==> config.mk <==
export PLATFORM = sky130hd
export DESIGN_NAME = traveler_cmd_encoder
export DESIGN_NICKNAME = d
export VERILOG_FILES = /design/src/rtl/traveler_cmd_encoder.sv
export SDC_FILE = /design/constraint.sdc
export NUM_CORES = 1
export LEC_CHECK = 0
export ABC_AREA = 1
export CAP_MARGIN = 20
export CORE_MARGIN = 4
export CORE_UTILIZATION = 55
export CTS_BUF_LIST = sky130_fd_sc_hd__clkbuf_4 sky130_fd_sc_hd__clkbuf_8
export DETAILED_ROUTE_END_ITERATION = 6
export GPL_TIMING_DRIVEN = 0
export PLACE_DENSITY = 0.77
export SETUP_SLACK_MARGIN = 0.5
export SLEW_MARGIN = 10
export SYNTH_ARGS = -nofsm -noshare
export SYNTH_HDL_FRONTEND = slang
export SYNTH_SLANG_ARGS = --single-unit
==> constraint.sdc <==
create_clock -name clk -period 2.35 [get_ports clk]
set_clock_uncertainty 0.15 [all_clocks]
set_input_delay 0.235 -clock clk [delete_from_list [all_inputs] [get_ports clk]]
set_output_delay 0.235 -clock clk [all_outputs]
set_load 0.005 [all_outputs]
==> src/rtl/traveler_cmd_encoder.sv <==
// traveler_cmd_encoder: debounces single-button presses into command codes queued in a FWFT FIFO.
// Optional auto-repeat while a button is held: define TRAVELER_CMD_AUTO_REPEAT_EN.
module traveler_cmd_encoder #(
    parameter int N_BTN = 5,
    parameter int CMD_W = 8,
    parameter logic [N_BTN*CMD_W-1:0] CMD_TABLE = {8'h42, 8'h22, 8'h12, 8'h0A, 8'h06},
    parameter int DEBOUNCE_CNT = 5000000,
    parameter int REPEAT_CNT = 25000000,
    parameter int FIFO_DEPTH = 4
) (
    input  logic             clk,
    input  logic             rst_n,
    input  logic [N_BTN-1:0] btn,
    output logic [CMD_W-1:0] cmd_data,
    output logic             cmd_valid,
    input  logic             cmd_ready,
    output logic [CMD_W:0]   data,
    output logic [7:0]       drop_cnt
);
    localparam int IW = N_BTN > 1 ? $clog2(N_BTN) : 1;
    localparam int CNT_MAX = DEBOUNCE_CNT > REPEAT_CNT ? DEBOUNCE_CNT : REPEAT_CNT;
    localparam int CW = $clog2(CNT_MAX + 1);
    localparam int AW = $clog2(FIFO_DEPTH);
    localparam int NW = AW + 1;
    localparam logic [1:0] IDLE = 2'd0;
    localparam logic [1:0] ARMED = 2'd1;
    localparam logic [1:0] HELD = 2'd2;

    logic [N_BTN-1:0] r_sync1, r_s;
    logic [1:0]       r_state, w_state_n;
    logic [IW-1:0]    r_id, w_id_n, w_k;
    logic [CW-1:0]    r_cnt, w_cnt_n;
    logic             w_valid, w_match, w_fire, w_pop, w_full, w_push, w_drop;
    logic [CMD_W-1:0] w_code;
    logic [CMD_W-1:0] r_mem [FIFO_DEPTH];
    logic [AW-1:0]    r_wp, r_rp;
    logic [NW-1:0]    r_count;
    logic [CMD_W:0]   r_data;
    logic [7:0]       r_drop;
`ifdef TRAVELER_CMD_AUTO_REPEAT_EN
    logic [CW-1:0]    r_rcnt, w_rcnt_n;
`endif

    assign w_valid = |r_s && ~|(r_s & (r_s - N_BTN'(1)));
    assign w_match = r_s == (N_BTN'(1) << r_id);
    assign w_code = CMD_TABLE[r_id*CMD_W +: CMD_W];

    always_comb begin
        w_k = '0;
        for (int i = 0; i < N_BTN; i++)
            if (r_s[i]) w_k = IW'(i);
    end

    // Any state that loses its button re-evaluates the input exactly as IDLE would.
    always_comb begin
        w_state_n = w_valid ? ARMED : IDLE;
        w_id_n = w_valid ? w_k : r_id;
        w_cnt_n = '0;
        w_fire = 1'b0;
`ifdef TRAVELER_CMD_AUTO_REPEAT_EN
        w_rcnt_n = '0;
`endif
        if (r_state == ARMED && w_match) begin
            w_fire = r_cnt == CW'(DEBOUNCE_CNT);
            w_state_n = w_fire ? HELD : ARMED;
            w_cnt_n = w_fire ? '0 : r_cnt + CW'(1);
        end else if (r_state == HELD && w_match) begin
`ifdef TRAVELER_CMD_AUTO_REPEAT_EN
            w_fire = r_rcnt == CW'(REPEAT_CNT);
            w_rcnt_n = w_fire ? '0 : r_rcnt + CW'(1);
`else
            w_fire = 1'b0;
`endif
            w_state_n = HELD;
        end
    end

    always_ff @(posedge clk or negedge rst_n) begin
        if (!rst_n) begin
            r_sync1 <= '0;
            r_s <= '0;
            r_state <= IDLE;
            r_id <= '0;
            r_cnt <= '0;
        end else begin
            r_sync1 <= btn;
            r_s <= r_sync1;
            r_state <= w_state_n;
            r_id <= w_id_n;
            r_cnt <= w_cnt_n;
        end
    end

`ifdef TRAVELER_CMD_AUTO_REPEAT_EN
    always_ff @(posedge clk or negedge rst_n) begin
        if (!rst_n) r_rcnt <= '0;
        else r_rcnt <= w_rcnt_n;
    end
`endif

    // A full FIFO still accepts a push when the head leaves in the same cycle.
    assign w_pop = cmd_valid & cmd_ready;
    assign w_full = r_count == NW'(FIFO_DEPTH);
    assign w_push = w_fire & (~w_full | w_pop);
    assign w_drop = w_fire & w_full & ~w_pop;

    always_ff @(posedge clk or negedge rst_n) begin
        if (!rst_n) begin
            r_wp <= '0;
            r_rp <= '0;
            r_count <= '0;
            r_data <= '0;
            r_drop <= '0;
        end else begin
            if (w_push) r_wp <= r_wp + AW'(1);
            if (w_pop) r_rp <= r_rp + AW'(1);
            r_count <= r_count + NW'(w_push) - NW'(w_pop);
            if (w_fire) r_data <= {~r_data[CMD_W], w_code};
            if (w_drop && r_drop != 8'hFF) r_drop <= r_drop + 8'd1;
        end
    end

    always_ff @(posedge clk) begin
        if (w_push) r_mem[r_wp] <= w_code;
    end

    assign cmd_valid = r_count != '0;
    assign cmd_data = cmd_valid ? r_mem[r_rp] : '0;
    assign data = r_data;
    assign drop_cnt = r_drop;
endmodule
==> results.yml <==
hold_path:
  hold_depth: 1
  hp-class: "input pin to flip-flop"
  min-delay-start: "btn[4]"
  worstHoldEndpoint: "r_sync1[4]"
worst_setup_path:
  ff2ff_setup_slack_ps: -80
  arrival_ps: 2550
  crit_path_end_kind: "flip-flop"
  path_cells: "buf_6 -> nor2_1 -> nor2_2 -> nand2_2 -> a21oi_4 -> nand3_4 -> nor2_4 -> nand2_4 -> clkinv_4 -> ha_4 -> fa_2 -> xnor2_2 -> xor2_1"
  critPathMaxFanout: 5
  r2r_end: "r_count[2]"
  cpMaxStageDelayCell: "dfrtp_2"
  critPathBufInv: 2
  reg2reg_depth: 13
  startpoint: "r_id[0]"
  cp-start-kind: "flip-flop"
  required_ps: 2460
  r2r_start: "r_id[0]"
  path_delay_family: "simple AND/OR/NAND/NOR gates"
  cpPeakStageDelay_ps: 470
  crit_type: "flip-flop to flip-flop"
synth:
  syn_inst: 504
  synth_top_area_cell: "dfrtp_1"
  yosysUniqueCellTypes: 37
  ys_top_cells_by_area: "dfrtp_1, edfxtp_1, nand2_1, nor2_1, inv_1"
  post-synth-top-area-fraction: 0.357
  ys_warn_count: 0
  ys_seq_area_frac: 0.523
  postSynthAreaPerCell_um2: 8.61
  synth_area_um2: 4340
  ys_ff_latch: 86
  async_flop_share: 0.721
  ys.flop_type: "dfrtp_1"
  synth_edf_count: 24
die:
  initial_core_util: 0.565
  pin_count: 34
  dieArea_um2: 9380
  num_rows: 32
  coreArea_um2: 7690
  die_x_um: 96.8
  die_h_um: 96.8
route:
  wl_met2_um: 6850
  route.antenna.remaining_nets: 0
  vias_per_cell: 6.04
  top_layer_used: "met4"
  met3_length_um: 1210
  met1Wirelength_um: 4760
  drc: 1
  dr.pass1.iters: 7
  drt_wl_total_um: 13500
  via_count: 4276
  wl_per_cell_um: 19.1
  drtIter0Drc: 480
sta:
  timing.setup.tns_ps: -112
  setup_ws_ps: -84.8
  finalHoldViolCount: 0
  finalMaxSlewViolations: 0
  rsz0062_at_grt: "true"
  relSlewSlack: 0.468
  tightest_slew_ps: 798
  finalSetupViolCount: 2
  fmax_mhz: 411
  period_needed_ps: 2430
  finalCritPeriodShare: 1.04
  hold_ws_ps: 154
layout:
  seqCellArea_um2: 2280
  nFillCells: 442
  insertedDiodeCount: 0
  synthToLayoutAreaGrowth_pct: 40.0
  nNetsFinal: 619
  multiInputGateArea_um2: 2280
  drive_gt1_frac: 0.333
cts:
  clock_latency_ps: 370
  cts.sinks: 86
  clkTransAtPathRegs_ps: 100
  numCtsBuffers: 9
  htree_levels: 3
  cts_tree: "yes"
  ctsRootBufferMaster: "clkbuf_8"
  cts_buffer_depth: 2
global_route:
  grt_util_all_layers: 0.242
  grt_overflow: 0
  grt_pass1_vias: 3815
  grt_pass1_wl_um: 18300
  antenna_found_initial: 0
  grt_start_max_net_pins: 63
outcome:
  status: "finished with violations"
  violations: "DRC, setup timing"
placement:
  globalplace.congestion: 0.918
  dp_slack_ps: -289
  port_buffers: 29
  dp_hpwl_um: 6700
power:
  p_leak_nw: 2.58
  peakVddDrop_mv: 0.434
  power.total_mw: 4.02
  power.density_nw_per_um2: 661
run:
  maxCapViolations: 0
[layer usage]
layer | GRT usage | up-vias
met2 | 0.428 | 313
li1 | - | 1849
met4 | 0.107 | 0
met1 | 0.288 | 2029
met5 | 0 | -
met3 | 0.0389 | 85
[cell type report]
class / instances / area share
plain buffers: 10 / 0.0161
clock buffers: 10 / 0.0216
clock inverters: 6 / 0.0113
inverters: 72 / 0.0457
multi-input cells: 340 / 0.376
flip-flops and latches: 86 / 0.375
well taps: 102 / 0.0210
repair buffers: 82 / 0.133
[cells in the mapped netlist, types with 2 or more instances]
cell type,count
a21oi_1,21
a31oi_1,2
buf_4,4
clkbuf_1,4
dfrtp_1,62
edfxtp_1,24
ha_1,9
inv_1,69
inv_2,2
nand2_1,88
nand2_2,7
nand3_1,20
nand4_1,23
nor2_1,79
nor2_4,3
nor3_1,29
nor3b_1,2
nor4_1,5
o21a_1,2
o21ai_0,19
o21ai_1,4
o22ai_1,2
xnor2_1,4
xor2_1,7
[per-stage QoR]
| step | util | std cells | cell area (um^2) |
|---|---|---|---|
| global route | 0.791 | 708 | 6080 |
| floorplan | - | 507 | 4370 |
| detailed placement | 0.623 | 638 | 4790 |
| CTS | 0.721 | 691 | 5540 |
| global placement | 0.623 | 638 | 4790 |
| finish | 0.791 | 708 | 6080 |
[power by group]
part	internal [mW]	leakage [nW]	switching [mW]
combinational	0.576	1.47	0.637
sequential	1.63	1.02	0.0835
clock	0.511	0.101	0.584
total	2.72	2.58	1.30
[worst max path at each step]
| stage | endpoint | slack [ps] | depth (start not counted) |
|---|---|---|---|
| finish | r_count[2] | -80 | 13 |
| global route | r_count[2] | -160 | 13 |
| CTS | r_count[2] | 50 | 14 |
| detailed placement | r_mem[1][3] | -290 | 8 |
| global placement | r_id[0] | -1360 | 1 |
| floorplan | r_count[2] | 20 | 14 |
[logic make-up after synthesis]
kind of cell / share of synthesized area
and+or+nand+nor: 0.283
buffers and inverters: 0.0767
adders and majority gates: 0.0305
AOI/OAI and AO/OA: 0.0637
xor gates and xnor gates: 0.0222
other: 0.000864
DFF: 0.523
[sequential cells by signal, summed over array words and instances (netlist names)]
register,flops
data,7
drop_cnt,8
r_cnt,25
r_count,3
r_id,3
r_mem,24
r_rp,2
r_s,5
r_state,2
r_sync1,5
r_wp,2
[repair_timing]
action,4_1_cts,5_1_grt
setup buffers,31,17
hold buffers,1,0
gates resized for setup,113,107
endpoints found under the hold margin,62,0
setup endpoints to repair,71,80
gates cloned,5,0
pin swaps,30,44
[cell usage in the layout (no fill, tap or decap), types with 4 or more instances in the layout]
cell | Yosys | routed
a21oi_2 | 0 | 4
nor2_2 | 1 | 12
inv_1 | 69 | 62
nor3_4 | 1 | 5
dfrtp_2 | 0 | 7
nand2_2 | 7 | 16
xor2_1 | 7 | 5
conb_1 | 1 | 4
inv_2 | 2 | 8
nand2_1 | 88 | 72
o21ai_1 | 4 | 19
buf_4 | 4 | 33
nor3_2 | 1 | 8
nor2_1 | 79 | 46
buf_6 | 1 | 19
nand2_4 | 1 | 6
ha_1 | 9 | 6
nor3_1 | 29 | 18
buf_2 | 1 | 6
edfxtp_1 | 24 | 24
a21oi_1 | 21 | 17
buf_8 | 0 | 5
dfrtp_1 | 62 | 55
nand4_1 | 23 | 23
clkbuf_8 | 0 | 10
nand3_1 | 20 | 16
nor2_4 | 3 | 26
clkdlybuf4s50_1 | 0 | 21
(Power assumes the default switching activity.)
==> edit (same settings) <==
`N_BTN`: 5 -> 6.
--- a/src/rtl/traveler_cmd_encoder.sv
+++ b/src/rtl/traveler_cmd_encoder.sv
@@ -1,7 +1,7 @@
 // traveler_cmd_encoder: debounces single-button presses into command codes queued in a FWFT FIFO.
 // Optional auto-repeat while a button is held: define TRAVELER_CMD_AUTO_REPEAT_EN.
 module traveler_cmd_encoder #(
-    parameter int N_BTN = 5,
+    parameter int N_BTN = 6,
     parameter int CMD_W = 8,
     parameter logic [N_BTN*CMD_W-1:0] CMD_TABLE = {8'h42, 8'h22, 8'h12, 8'h0A, 8'h06},
     parameter int DEBOUNCE_CNT = 5000000,
Ports: changed (resized btn); port bits go from 34 to 35. The function was not compared with the original's and may differ.
==> edit against the unedited design <==
Setup slack better by 0.12 ns. Critical path depth is 1 higher. Sequential cell count rose by 2. Utilization is 6.1 points lower. Wire length shrank 27%. Synthesized cell count fell by 3.0%. Final area decreased by 7.7%. Non-clock buffer count down 10. Area after synthesis down 0.69%. Total power increased by 5.7%. Maximum frequency up 5.2%. Sequential share of layout area up 3.9 points. Critical path type unchanged. Critical endpoint unchanged. Largest cell class is now flip-flops and latches. Largest power group unchanged. Highest routed layer unchanged.
==> edit: results (changes against the unedited design) <==
Area contributors post-synth: dfrtp_1 (37%), edfxtp_1 (17%), nand2_1 (7.0%)
share of cells above drive strength 1: 24.0% (-9.4 points)
WL/cell: 14.4 µm (-24%)
hold_sp: btn[1]
DR pass1 iterations: 6 (-1)
largest net degree at the start of global routing: 65 (+3.2%)
GRT Total Usage: 20.6% (-3.6 points)
critical path's slowest cell: dfrtp_1
Initial DRC Count: 250 (-48%)
maximum vdd drop: 0.000377 V (-13%)
number of global-route vias before repair: 3269 (-14%)
Worst-Margin Slew: 0.814 ns (+0.0166 ns)
Worst Path Arrival: 2.44 ns (-0.11 ns)
outcome: complete, no violations
Sw Pwr: 1.32 mW (+0.85%)
ys async rst share: 72.7% (+0.63 points)
Largest stage delay, worst path: 0.38 ns (-0.09 ns)
clock transition at the registers of the reported paths: 0.08 ns (-0.02 ns)
first-pass GRT wire length: 14800 µm (-19%)
Port Buf Inserts: 30 (+3.4%)
Placed Instances: 624 (-2.2%)
Mapped Cells: 489 (-3.0%)
Post-synth top cells: nand2_1 (80), nor2_1 (76), inv_1 (72)
sequential fraction of the synthesis area: 53.9% (+1.5 points)
Leakage Power: 2.44 nW (-5.6%)
HPWL Detailed: 5960 µm (-11%)
Vias: 3633 (-15%)
Finished Layout Cells: 682 (-3.7%)
crit path max fanout: 6 (+1)
placer's final routability congestion estimate: 0.908 (-1.1%)
## edit: changes by cell type after synthesis, sizes merged, moves of 2 or more
cell    change
nand2      -16
nor3b       -2
buf         +2
nor3       -19
inv         +7
nand4       -7
clkbuf      -2
dfrtp       +2
nor4        -3
nand3       +7
o21ai      +13
## edit: cells by family after synthesis
group,synth area share (%)
fa+ha+maj,3.08
compound gates,7.78
other cells,0.0870
simple gates,24.2
xor+xnor,2.44
flops,53.9
buf+inv,8.56
## edit: path summary, 6_finish.rpt
path | slack, ns | cells after the start | to
min | 0.16 | 1 | r_sync1[1]$_DFF_PN0_
max | 0.04 | 14 | r_count[2]$_DFF_PN0_
max reg2reg | 0.04 | 14 | r_count[2]$_DFF_PN0_
min reg2reg | 0.20 | 0 | r_s[2]$_DFF_PN0_
min in group asynchronous | 0.34 | 2 | data[4]$_DFFE_PN0N_
max in group asynchronous | 1.11 | 2 | r_rp[0]$_DFFE_PN0N_
## edit: timing repair
action	4_1_cts	5_1_grt
pin swaps	16	22
gates resized for setup	41	72
endpoints found under the setup margin	75	80
gates cloned	0	2
setup buffers	18	21
hold buffers	1	0
hold endpoints to repair	64	0
## edit: final cells by class
class | instances | area (µm²)
Clock buffer | 10 | 131
Fill cell | 537 | 2080
Tap cell | 102 | 128
Sequential cell | 88 | 2330
Buffer | 10 | 105
Inverter | 78 | 310
Multi-Input combinational cell | 316 | 1880
Clock inverter | 6 | 83.8
Timing Repair Buffer | 72 | 648
## edit: power by group through the flow
stage          Clock [mW]  Sequential [mW]  Combinational, mW
2_1_floorplan           0             1.75              0.540
3_3_place_gp            0             1.77              0.820
3_5_place_dp            0             1.77              0.854
4_1_cts              1.15             1.74               1.03
5_1_grt              1.22             1.76               1.46
6_report             1.14             1.75               1.36
## edit: routing by layer
metal | GRT usage (%) | vias to the layer above | routed length, µm
met5 | 0 | - | 0
met4 | 8.29 | 0 | 282
met3 | 2.79 | 32 | 463
met2 | 36.2 | 112 | 5070
met1 | 25.6 | 1741 | 4030
li1 | - | 1748 | -
## edit: per-stage QoR
step	utilization, %	instance area, µm²	setup TNS, ns	setup WS, ns
detailed placement	62.7	4820	-2.09	-0.119
floorplan	-	4400	0	0.0925
global placement	62.8	4820	-78.72	-1.21
CTS	68.2	5240	0	0.0749
finish	72.9	5610	0	0.0367
global route	72.9	5610	-0.320	-0.0534
## edit: worst max-delay path, delay by kind of cell, from the launching register on
kind                       cells  cell delay, ns
DFF                            1            0.38
adders and majority gates      2            0.36
xor gates and xnor gates       2            0.28
and+or+nand+nor                9            0.94
buffers and inverters          1            0.14
